## config.mk

```make
export PLATFORM = sky130hd
export DESIGN_NAME = exu_alu_sched
export DESIGN_NICKNAME = d
export VERILOG_FILES = /design/src/rtl/alu_sched_pkg.sv /design/src/rtl/exu_alu.sv /design/src/rtl/exu_alu_sched_chk.sv /design/src/rtl/exu_alu_sched.sv
export SDC_FILE = /design/constraint.sdc
export NUM_CORES = 1
export LEC_CHECK = 0
export BUFFER_PORTS_ARGS = -buffer_cell sky130_fd_sc_hd__buf_2
export CAP_MARGIN = 15
export CORE_MARGIN = 2
export CORE_UTILIZATION = 34
export CTS_BUF_LIST = sky130_fd_sc_hd__clkbuf_2 sky130_fd_sc_hd__clkbuf_4 sky130_fd_sc_hd__clkbuf_8
export DETAILED_ROUTE_END_ITERATION = 7
export GPL_TIMING_DRIVEN = 0
export PLACE_DENSITY = 0.53
export SYNTH_ARGS = -nofsm -noshare
export SYNTH_HDL_FRONTEND = slang
export SYNTH_SLANG_ARGS = --single-unit
```

## constraint.sdc

```tcl
create_clock -name clk -period 6.1 [get_ports clk]
set_input_delay 1.22 -clock clk [delete_from_list [all_inputs] [get_ports clk]]
set_output_delay 1.22 -clock clk [all_outputs]
set_load 0.01 [all_outputs]
```

## src/rtl/alu_sched_pkg.sv

```systemverilog
// Shared definitions for the ALU scheduler slice: op bit indices, widths and grant source encoding.
package alu_sched_pkg;

  localparam int ALU_OP_W  = 13;
  localparam int ALU_TAG_W = 4;

  // One-hot op vector bit positions, add is the MSB
  localparam int ALU_OP_ADD   = 12;
  localparam int ALU_OP_SUB   = 11;
  localparam int ALU_OP_SLL   = 10;
  localparam int ALU_OP_SLT   = 9;
  localparam int ALU_OP_SLTU  = 8;
  localparam int ALU_OP_XOR   = 7;
  localparam int ALU_OP_SRL   = 6;
  localparam int ALU_OP_SRA   = 5;
  localparam int ALU_OP_OR    = 4;
  localparam int ALU_OP_AND   = 3;
  localparam int ALU_OP_LUI   = 2;
  localparam int ALU_OP_AUIPC = 1;
  localparam int ALU_OP_JUMP  = 0;

  localparam logic SRC_REQ0 = 1'b0;
  localparam logic SRC_REQ1 = 1'b1;

endpackage

```

## src/rtl/exu_alu.sv

```systemverilog
// Combinational integer ALU. Multiple op bits resolve by priority, add highest, jump lowest.
module exu_alu
  import alu_sched_pkg::*;
(
  input  logic                rst,
  input  logic                int_assert_i,
  input  logic                req_alu_i,
  input  logic                jump_i,
  input  logic [31:0]         alu_op1_i,
  input  logic [31:0]         alu_op2_i,
  input  logic [ALU_OP_W-1:0] alu_op_i,
  input  logic [4:0]          rd_i,
  output logic [31:0]         result_o,
  output logic                reg_we_o,
  output logic [4:0]          rd_o
);

  logic [4:0] shamt_s;
  assign shamt_s = alu_op2_i[4:0];

  // Result select and write enable
  always_comb begin
    result_o = 32'd0;
    reg_we_o = 1'b0;
    rd_o     = 5'd0;
    if (rst || int_assert_i) begin
      result_o = 32'd0;
    end else begin
      rd_o     = rd_i;
      reg_we_o = (req_alu_i || jump_i) && (rd_i != 5'd0);
      if (alu_op_i[ALU_OP_ADD]) begin
        result_o = alu_op1_i + alu_op2_i;
      end else if (alu_op_i[ALU_OP_SUB]) begin
        result_o = alu_op1_i - alu_op2_i;
      end else if (alu_op_i[ALU_OP_SLL]) begin
        result_o = alu_op1_i << shamt_s;
      end else if (alu_op_i[ALU_OP_SLT]) begin
        result_o = {31'd0, ($signed(alu_op1_i) < $signed(alu_op2_i))};
      end else if (alu_op_i[ALU_OP_SLTU]) begin
        result_o = {31'd0, (alu_op1_i < alu_op2_i)};
      end else if (alu_op_i[ALU_OP_XOR]) begin
        result_o = alu_op1_i ^ alu_op2_i;
      end else if (alu_op_i[ALU_OP_SRL]) begin
        result_o = alu_op1_i >> shamt_s;
      end else if (alu_op_i[ALU_OP_SRA]) begin
        result_o = $unsigned($signed(alu_op1_i) >>> shamt_s);
      end else if (alu_op_i[ALU_OP_OR]) begin
        result_o = alu_op1_i | alu_op2_i;
      end else if (alu_op_i[ALU_OP_AND]) begin
        result_o = alu_op1_i & alu_op2_i;
      end else if (alu_op_i[ALU_OP_LUI]) begin
        result_o = alu_op2_i;
      end else if (alu_op_i[ALU_OP_AUIPC] || alu_op_i[ALU_OP_JUMP]) begin
        // jump writes the link address op1+op2 (pc + 4)
        result_o = alu_op1_i + alu_op2_i;
      end else begin
        result_o = 32'd0;
      end
    end
  end

endmodule

```

## src/rtl/exu_alu_sched_chk.sv

```systemverilog
// Simulation checks for the ALU scheduler: legal one-hot ops and ready only alongside valid.
module exu_alu_sched_chk #(
  parameter int OP_W = 13
) (
  input logic            clk,
  input logic            rst,
  input logic            grant,
  input logic            req0_valid,
  input logic            req1_valid,
  input logic            req0_ready,
  input logic            req1_ready,
  input logic [OP_W-1:0] op
);

  a_op_onehot: assert property (@(posedge clk) disable iff (rst) grant |-> $onehot0(op));
  a_ready0_valid: assert property (@(posedge clk) disable iff (rst) req0_ready |-> req0_valid);
  a_ready1_valid: assert property (@(posedge clk) disable iff (rst) req1_ready |-> req1_valid);
  a_single_grant: assert property (@(posedge clk) disable iff (rst) !(req0_ready && req1_ready));

endmodule

```

## src/rtl/exu_alu_sched.sv

```systemverilog
// Two-requester scheduler for the shared exu_alu with a registered writeback stage.
// Optional round-robin arbitration: define ALIOTH_ALU_SCHED_RR_EN (default is fixed req0 priority).
module exu_alu_sched
  import alu_sched_pkg::*;
#(
  parameter int TAG_W = ALU_TAG_W,
  parameter int OP_W  = ALU_OP_W
) (
  input  logic             clk,
  input  logic             rst,
  input  logic             int_assert_i,
  input  logic             req0_valid_i,
  output logic             req0_ready_o,
  input  logic [31:0]      req0_op1_i,
  input  logic [31:0]      req0_op2_i,
  input  logic [OP_W-1:0]  req0_op_i,
  input  logic [4:0]       req0_rd_i,
  input  logic [TAG_W-1:0] req0_tag_i,
  input  logic             req1_valid_i,
  output logic             req1_ready_o,
  input  logic [31:0]      req1_op1_i,
  input  logic [31:0]      req1_op2_i,
  input  logic [OP_W-1:0]  req1_op_i,
  input  logic [4:0]       req1_rd_i,
  input  logic [TAG_W-1:0] req1_tag_i,
  output logic             wb_valid_o,
  input  logic             wb_ready_i,
  output logic [31:0]      wb_result_o,
  output logic             wb_we_o,
  output logic [4:0]       wb_rd_o,
  output logic [TAG_W-1:0] wb_tag_o,
  output logic             wb_src_o,
  output logic             busy_o
);

  logic             can_acc_s;
  logic             grant_s;
  logic             sel1_s;
  logic [31:0]      op1_s;
  logic [31:0]      op2_s;
  logic [OP_W-1:0]  op_s;
  logic [4:0]       rd_s;
  logic [TAG_W-1:0] tag_s;
  logic             req_alu_s;
  logic             jump_s;
  logic [31:0]      alu_result_s;
  logic             alu_we_s;
  logic [4:0]       alu_rd_s;

  logic             wb_valid_r;
  logic [31:0]      wb_result_r;
  logic             wb_we_r;
  logic [4:0]       wb_rd_r;
  logic [TAG_W-1:0] wb_tag_r;
  logic             wb_src_r;

  // Accept when the stage is empty or draining this cycle
  assign can_acc_s = ~wb_valid_r | wb_ready_i;
  assign grant_s   = can_acc_s & ~int_assert_i & (req0_valid_i | req1_valid_i);

`ifdef ALIOTH_ALU_SCHED_RR_EN
  logic ptr_r;

  // Round-robin pointer flips to the other requester after each grant
  always_ff @(posedge clk) begin
    if (rst) begin
      ptr_r <= 1'b0;
    end else if (grant_s) begin
      ptr_r <= ~sel1_s;
    end else begin
      ptr_r <= ptr_r;
    end
  end

  // Requester select: pointer side wins on contention
  always_comb begin
    sel1_s = req1_valid_i & (~req0_valid_i | ptr_r);
  end
`else
  // Requester select: req0 has fixed priority
  always_comb begin
    sel1_s = req1_valid_i & ~req0_valid_i;
  end
`endif

  assign req0_ready_o = grant_s & ~sel1_s;
  assign req1_ready_o = grant_s & sel1_s;

  // Operand mux into the shared ALU
  always_comb begin
    op1_s = req0_op1_i;
    op2_s = req0_op2_i;
    op_s  = req0_op_i;
    rd_s  = req0_rd_i;
    tag_s = req0_tag_i;
    if (sel1_s) begin
      op1_s = req1_op1_i;
      op2_s = req1_op2_i;
      op_s  = req1_op_i;
      rd_s  = req1_rd_i;
      tag_s = req1_tag_i;
    end else begin
      op1_s = req0_op1_i;
      op2_s = req0_op2_i;
      op_s  = req0_op_i;
      rd_s  = req0_rd_i;
      tag_s = req0_tag_i;
    end
  end

  assign req_alu_s = |op_s[OP_W-1:1];
  assign jump_s    = op_s[0];

  exu_alu u_exu_alu (
    .rst          (rst),
    .int_assert_i (1'b0),
    .req_alu_i    (req_alu_s),
    .jump_i       (jump_s),
    .alu_op1_i    (op1_s),
    .alu_op2_i    (op2_s),
    .alu_op_i     (op_s),
    .rd_i         (rd_s),
    .result_o     (alu_result_s),
    .reg_we_o     (alu_we_s),
    .rd_o         (alu_rd_s)
  );

  // Output stage: flush beats grant, grant beats drain, otherwise hold
  always_ff @(posedge clk) begin
    if (rst) begin
      wb_valid_r  <= 1'b0;
      wb_result_r <= 32'd0;
      wb_we_r     <= 1'b0;
      wb_rd_r     <= 5'd0;
      wb_tag_r    <= '0;
      wb_src_r    <= SRC_REQ0;
    end else if (int_assert_i) begin
      wb_valid_r  <= 1'b0;
    end else if (grant_s) begin
      wb_valid_r  <= 1'b1;
      wb_result_r <= alu_result_s;
      wb_we_r     <= alu_we_s;
      wb_rd_r     <= alu_rd_s;
      wb_tag_r    <= tag_s;
      wb_src_r    <= sel1_s ? SRC_REQ1 : SRC_REQ0;
    end else if (wb_ready_i) begin
      wb_valid_r  <= 1'b0;
    end else begin
      wb_valid_r  <= wb_valid_r;
    end
  end

  assign wb_valid_o  = wb_valid_r;
  assign wb_result_o = wb_result_r;
  assign wb_we_o     = wb_we_r;
  assign wb_rd_o     = wb_rd_r;
  assign wb_tag_o    = wb_tag_r;
  assign wb_src_o    = wb_src_r;
  assign busy_o      = wb_valid_r;

  exu_alu_sched_chk #(.OP_W(OP_W)) u_chk (
    .clk        (clk),
    .rst        (rst),
    .grant      (grant_s),
    .req0_valid (req0_valid_i),
    .req1_valid (req1_valid_i),
    .req0_ready (req0_ready_o),
    .req1_ready (req1_ready_o),
    .op         (op_s)
  );

endmodule
```

==> results of run 1 <==
## power groups by stage
stage	logic, W	registers [W]	clock network (W)
finish	0.00233	0.000340	0.000294
global route	0.00240	0.000342	0.000294
CTS	0.00219	0.000339	0.000286
detailed placement	0.00214	0.000345	0
global placement	0.00215	0.000344	0
floorplan	0.00126	0.000353	0
## cells by family after synthesis
family                     after synthesis
xor gates and xnor gates                41
AOI/OAI and AO/OA                      775
and+or+nand+nor                        740
muxes                                  143
buffers and inverters                  284
adders and majority gates               95
DFF                                     44
## area by class of cell
| class | count | area, sq um |
|---|---|---|
| diodes | 2 | 5.00 |
| plain buffers | 160 | 876 |
| clock buffers | 5 | 68.8 |
| clock inverters | 3 | 46.3 |
| fillers | 4546 | 24500 |
| inverters | 115 | 438 |
| multi-input cells | 1794 | 12100 |
| flip-flops and latches | 44 | 881 |
| well taps | 532 | 666 |
| repair buffers | 233 | 1190 |
## Yosys cell counts, types with 14 or more instances
library cell,count
or3_1,20
buf_4,15
xnor2_1,33
clkbuf_1,86
o31ai_1,20
inv_1,107
o21ai_0,139
o221ai_1,24
nor4_1,21
a221oi_1,21
nand2_1,247
buf_1,14
a21oi_1,167
dfxtp_1,44
o21ai_1,28
mux2_2,15
nor2_1,213
nor3_1,58
nand3_1,60
a211oi_1,36
nand2b_1,15
o211ai_1,43
buf_2,45
a21o_1,31
nor4bb_1,16
mux2i_1,118
nand4_1,15
ha_1,95
o22ai_1,22
a221o_1,17
a31oi_1,48
and3_1,19
## registers in the layout, indices dropped and copies added (netlist names)
name,count
busy_o,1
wb_rd_o,5
wb_result_o,32
wb_src_o,1
wb_tag_o,4
wb_we_o,1
## metrics by stage
stage / total power, W / TNS, ns
6_report: 0.00296 / 0
5_1_grt: 0.00303 / -0.0186
3_5_place_dp: 0.00249 / -49.60
3_3_place_gp: 0.00250 / -50.64
4_1_cts: 0.00282 / 0
2_1_floorplan: 0.00162 / 0
## layer usage
metal  part of all wire [%]  routed length (microns)
met1                     40                    40200
met2                     40                    39700
met3                     14                    13600
met4                    7.0                     7020
met5                  0.015                       15
## worst register-to-register path: cells and delay by family (launching register included)
family           cells  cell delay, ns
AND/OR/NAND/NOR      6            1.73
flip-flops           1            0.33
AO/OA/AOI/OAI        4            1.33
## worst paths after layout
check,startpoint,to
worst min register to register,wb_result_o[7],wb_result_o[7]
worst max-delay path,req0_valid_i,wb_result_o[20]
worst min-delay path,wb_result_o[7],wb_result_o[7]
worst max register to register,busy_o,wb_result_o[25]
## what timing repair did
action / 4_1_cts / 5_1_grt
pin swaps: 5 / 4
endpoints found under the setup margin: 31 / 19
resized for setup: 56 / 29
hold buffers: 0 / 0
setup buffers: 5 / 2
gates cloned: 0 / 0
==> flow_summary.toml, run 1 <==
[outcome]
status = "finished, final reports clean"

[sta]
hold_viol = 0
fmax_mhz = 164
worst-slew-pin-transition_ns = 1.30
min_period_ns = 6.08
slew_headroom_pct = 13.4
fin_crit_sh_pct = 99.7
fin_ws_ns = 0.0202
drv_slew = 0
setup_viol_count_final = 0
hold_slack_ns = 0.467
rsz0062_at_grt = "true"
clock_skew_ns = 0.0216

[finish]
final_cell_mix = "buf_2 (266), nand2_1 (247), nor2_1 (212), a21oi_1 (162), o21ai_0 (137)"
design_area_sq_um = 16200
nets = 2626
instances_no_fill = 2888
layout_commonest_cell = "buf_2"
final_util_pct = 39.9
drive_gt1_share_pct = 18.1
synthToLayoutAreaGrowth_pct = 16.0

[floorplanning]
pin_count = 225
die_h_microns = 207
rows = 74
core_area_sq_um = 40700
die_w_microns = 207
dieArea_sq_um = 42800
start_util_pct = 34.4

[global_route]
grtUsageMet1_pct = 60.3
grt.met3_usage_pct = 14.6
grt_busiest_layer = "met2"
antenna_found_initial = 6
grt_pass1_wl_microns = 139000
grt_max_degree = 20
met2_usage_pct = 65.6
grt_pass1_vias = 18700
overflow = 0
grt_usage_pct = 45.9

[power]
p_sw_w = 0.00182
combPwrFrac_pct = 78.6
power_frac_clock_pct = 9.9
p_int_w = 0.00114
p_leak_nw = 7.02
seqPwrFrac_pct = 11.5
p_sw_share_pct = 61.6
p_per_area_nw_per_um2 = 182
ir_worst_vdd_v = 0.0000753

[synth]
synth_compound_area_share_pct = 38.0
ys_ff_latch = 44
synth_top_area_share_pct = 8.49
synth_simple_gate_area_share_pct = 24.8
synth_cell_types = 101
syn_nets = 2395
synth_mux_area_share_pct = 10.9
synth_top_flop_cell = "dfxtp_1"
async_reset_ff_share_pct = 0
synth_top_family_by_area = "compound AO/OA/AOI/OAI gates"
synth_area_sq_um = 14000
synth_area_leaders = "ha_1 (8.5%), mux2i_1 (8.4%), nand2_1 (6.6%)"
synth-edff-count = 0
post_synth.cell_area_avg_sq_um = 6.60
yosysTopAreaCell = "ha_1"
synthXorXnorAreaFrac_pct = 2.56
netlist_instances = 2122
yosys_warnings = 0
synth_adder_area_share_pct = 8.49
yosysSeqAreaShare_pct = 6.29

[placement]
dp_slack_ns = -2.23
dp_hpwl_microns = 82100
placed_cell_area_sq_um = 15800
io_buffers = 224
dp.cells = 2879
place_congestion = 1.07

[drt]
vias = 20000
drc = 0
drt-total-wl_microns = 100000
wl_per_cell_microns = 34.8
first_pass_iters = 6
antenna_left = 0
vias_per_cell = 6.91
first_iter_violations = 3153

[setup_path]
cp_slowest_stage_delay_ns = 0.44
cp-end-kind = "flop"
cp.depth = 20
crit_arrival_ns = 6.37
critPathKind = "in2reg"
critical-path-slowest-cell = "clkbuf_1"
cp.buffers_inverters = 8
crit_path_max_fanout = 19
cp-start-kind = "primary input"
worst_path_dominant_cell_family = "buffers and inverters"
path_cells = "buf_2 > nand2b_1 > buf_4 > buf_6 > buf_6 > buf_6 > buf_4 > buf_12 > nand2_1 > nand2_1 > ha_1 > clkbuf_1 > nand2_1 > nor2_1 > o21ai_0 > a21boi_1 > o21ai_0 > a31oi_1 > o21ai_0 > a32o_1"
reg2reg_depth = 10
reg2reg_slack_ns = 2.62
required_ns = 6.39

[clock_network]
path_clk_slew_ns = 0.13
cts_tree = "built"
cts-root-buf = "clkbuf_8"
clkLatencyLatePin_ns = 0.38
cts_buffers = 5
cts.sinks = 44
clock_tree.buffer_depth = 2
cts_htree_levels = 2

[min_path]
hold_class = "reg2reg"
hold_depth = 2

[job]
cap_violations = 0
No activity file was read; power rests on OpenSTA's default activity.
==> inputs of run 2 (changes only) <==
Settings changed: CELL_PAD_IN_SITES_DETAIL_PLACEMENT from default to 1, CELL_PAD_IN_SITES_GLOBAL_PLACEMENT from default to 1, PLACE_DENSITY 0.53 to 0.7.
==> run 2 against run 1 <==
Compared with the run above:
- wire length grew 5.8%
- critical endpoint is now wb_result_o[18]
- non-clock buffer count grew 13
- critical path depth grew 1
- largest cell class unchanged
- sequential share of layout area is essentially flat
- worst hold slack gained 0.0080 ns
- die area is the same
- design area grew 0.90%
- highest routed layer unchanged
- sequential cell count is the same
==> flow_summary.toml, run 2 (synthesis gave the netlist of run 1 again) <==
[drt]
drc = 0
antenna_left = 0
wl_per_cell_microns = 36.6
vias = 20600
first_pass_iters = 8
vias_per_cell = 7.11
first_iter_violations = 2734
drt-total-wl_microns = 106000

[global_route]
grt_usage_pct = 48.3
grt_pass1_wl_microns = 147000
grt_pass1_vias = 20100
grt_max_degree = 20
antenna_found_initial = 5
overflow = 0

[setup_path]
cp-start-kind = "primary input"
required_ns = 6.38
crit_path_max_fanout = 19
critPathKind = "in2reg"
cp-end-kind = "flop"
crit_arrival_ns = 6.36

[finish]
final_cell_mix = "buf_2 (268), nand2_1 (246), nor2_1 (212), a21oi_1 (162), o21ai_0 (138)"
seq_area_sq_um = 881
multi_input_area_sq_um = 12100
nets = 2639
largest_register_ffs = 32
synthToLayoutAreaGrowth_pct = 17.1
layout_commonest_cell = "buf_2"
drive_gt1_share_pct = 18.8
nFillCells = 5354

[outcome]
status = "finished, final reports clean"

[sta]
tns_ns = 0
fin_crit_sh_pct = 99.7
setup_viol_count_final = 0
min_period_ns = 6.08
worst-slew-pin-transition_ns = 1.21
hold_slack_ns = 0.475
fmax_mhz = 164
clock_skew_ns = 0.0235
hold_viol = 0
slew_headroom_pct = 16.9
drv_slew = 0

[floorplanning]
pin_count = 225
dieArea_sq_um = 42800
rows = 74
core_area_sq_um = 40700
start_util_pct = 34.4
die_w_microns = 207
die_h_microns = 207

[clock_network]
cts.sinks = 44
cts-root-buf = "clkbuf_8"
hold_buffers = 0
cts_buffers = 5
clkLatencyLatePin_ns = 0.39
path_clk_slew_ns = 0.14
clock_tree.buffer_depth = 2
cts_tree = "built"
cts_htree_levels = 2

[power]
p_per_area_nw_per_um2 = 185
p_leak_nw = 7.08
ir_worst_vdd_v = 0.0000880
power_w = 0.00304

[placement]
place_congestion = 1.06
dp_hpwl_microns = 86200
io_buffers = 224

[job]
cap_violations = 0

[min_path]
hold_class = "reg2reg"
-- run 2: timing repair --
action / in CTS / in global routing
endpoints found under the setup margin: 32 / 21
buffers inserted: 8 / 10
gates resized for setup: 71 / 25
pin swaps: 6 / 5
-- run 2: where the power goes --
part           internal [W]  leakage, nW  switching, W
sequential         0.000318        0.362     0.0000233
combinational      0.000713         6.67       0.00169
clock              0.000124       0.0548      0.000174
-- run 2: stage by stage --
stage,instances,instance area (sq um),utilization (%),setup WS [ns]
after floorplan,2122,14000,-,0.419
after global placement,2878,15800,38.8,-2.33
after detailed placement,2880,15800,38.8,-2.35
after CTS,2892,16300,39.9,0.0137
after global routing,2899,16400,40.2,-0.0274
final,2900,16400,40.2,0.0161
-- run 2: worst max-delay path, cell delays in order --
cell and delay, ns:
buf_2 0.18, nand2b_1 0.20, buf_4 0.31, buf_6 0.23
buf_6 0.23, buf_6 0.23, buf_4 0.26, buf_8 0.26
nand2_1 0.08, nand2_1 0.23, ha_1 0.22, clkbuf_1 0.44
nand3_1 0.27, nor2_1 0.26, nand3_1 0.14, a21oi_2 0.30
nor2_2 0.14, xnor2_1 0.33, o41ai_1 0.13, a2111oi_1 0.53
o21ai_1 0.14
-- run 2: per-layer routing --
metal / up-vias / GRT usage (%) / share of wire (%)
met3: 392 / 15.2 / 13
li1: 8458 / - / -
met1: 10200 / 62.9 / 40
met2: 1531 / 69.3 / 40
met5: - / 1.15 / 0.086
met4: 6 / 28.8 / 7.3
-- run 2: path summary, 6_finish.rpt --
kind                                     start         endpoint  slack, ns  depth (start not counted)
worst min-delay path            wb_result_o[4]   wb_result_o[4]       0.47                          2
worst max-delay path              req0_valid_i  wb_result_o[18]       0.02                         21
worst max register to register          busy_o  wb_result_o[31]       2.62                          8
worst min register to register  wb_result_o[4]   wb_result_o[4]       0.47                          2
-- run 2: final cells by class --
type	count	share of cell area [%]
diodes	1	0.0153
inverters	115	2.66
well taps	532	4.06
repair buffers	245	7.91
clock inverters	3	0.282
clock buffers	5	0.420
plain buffers	161	5.51
flip-flops and latches	44	5.37
multi-input cells	1794	73.8
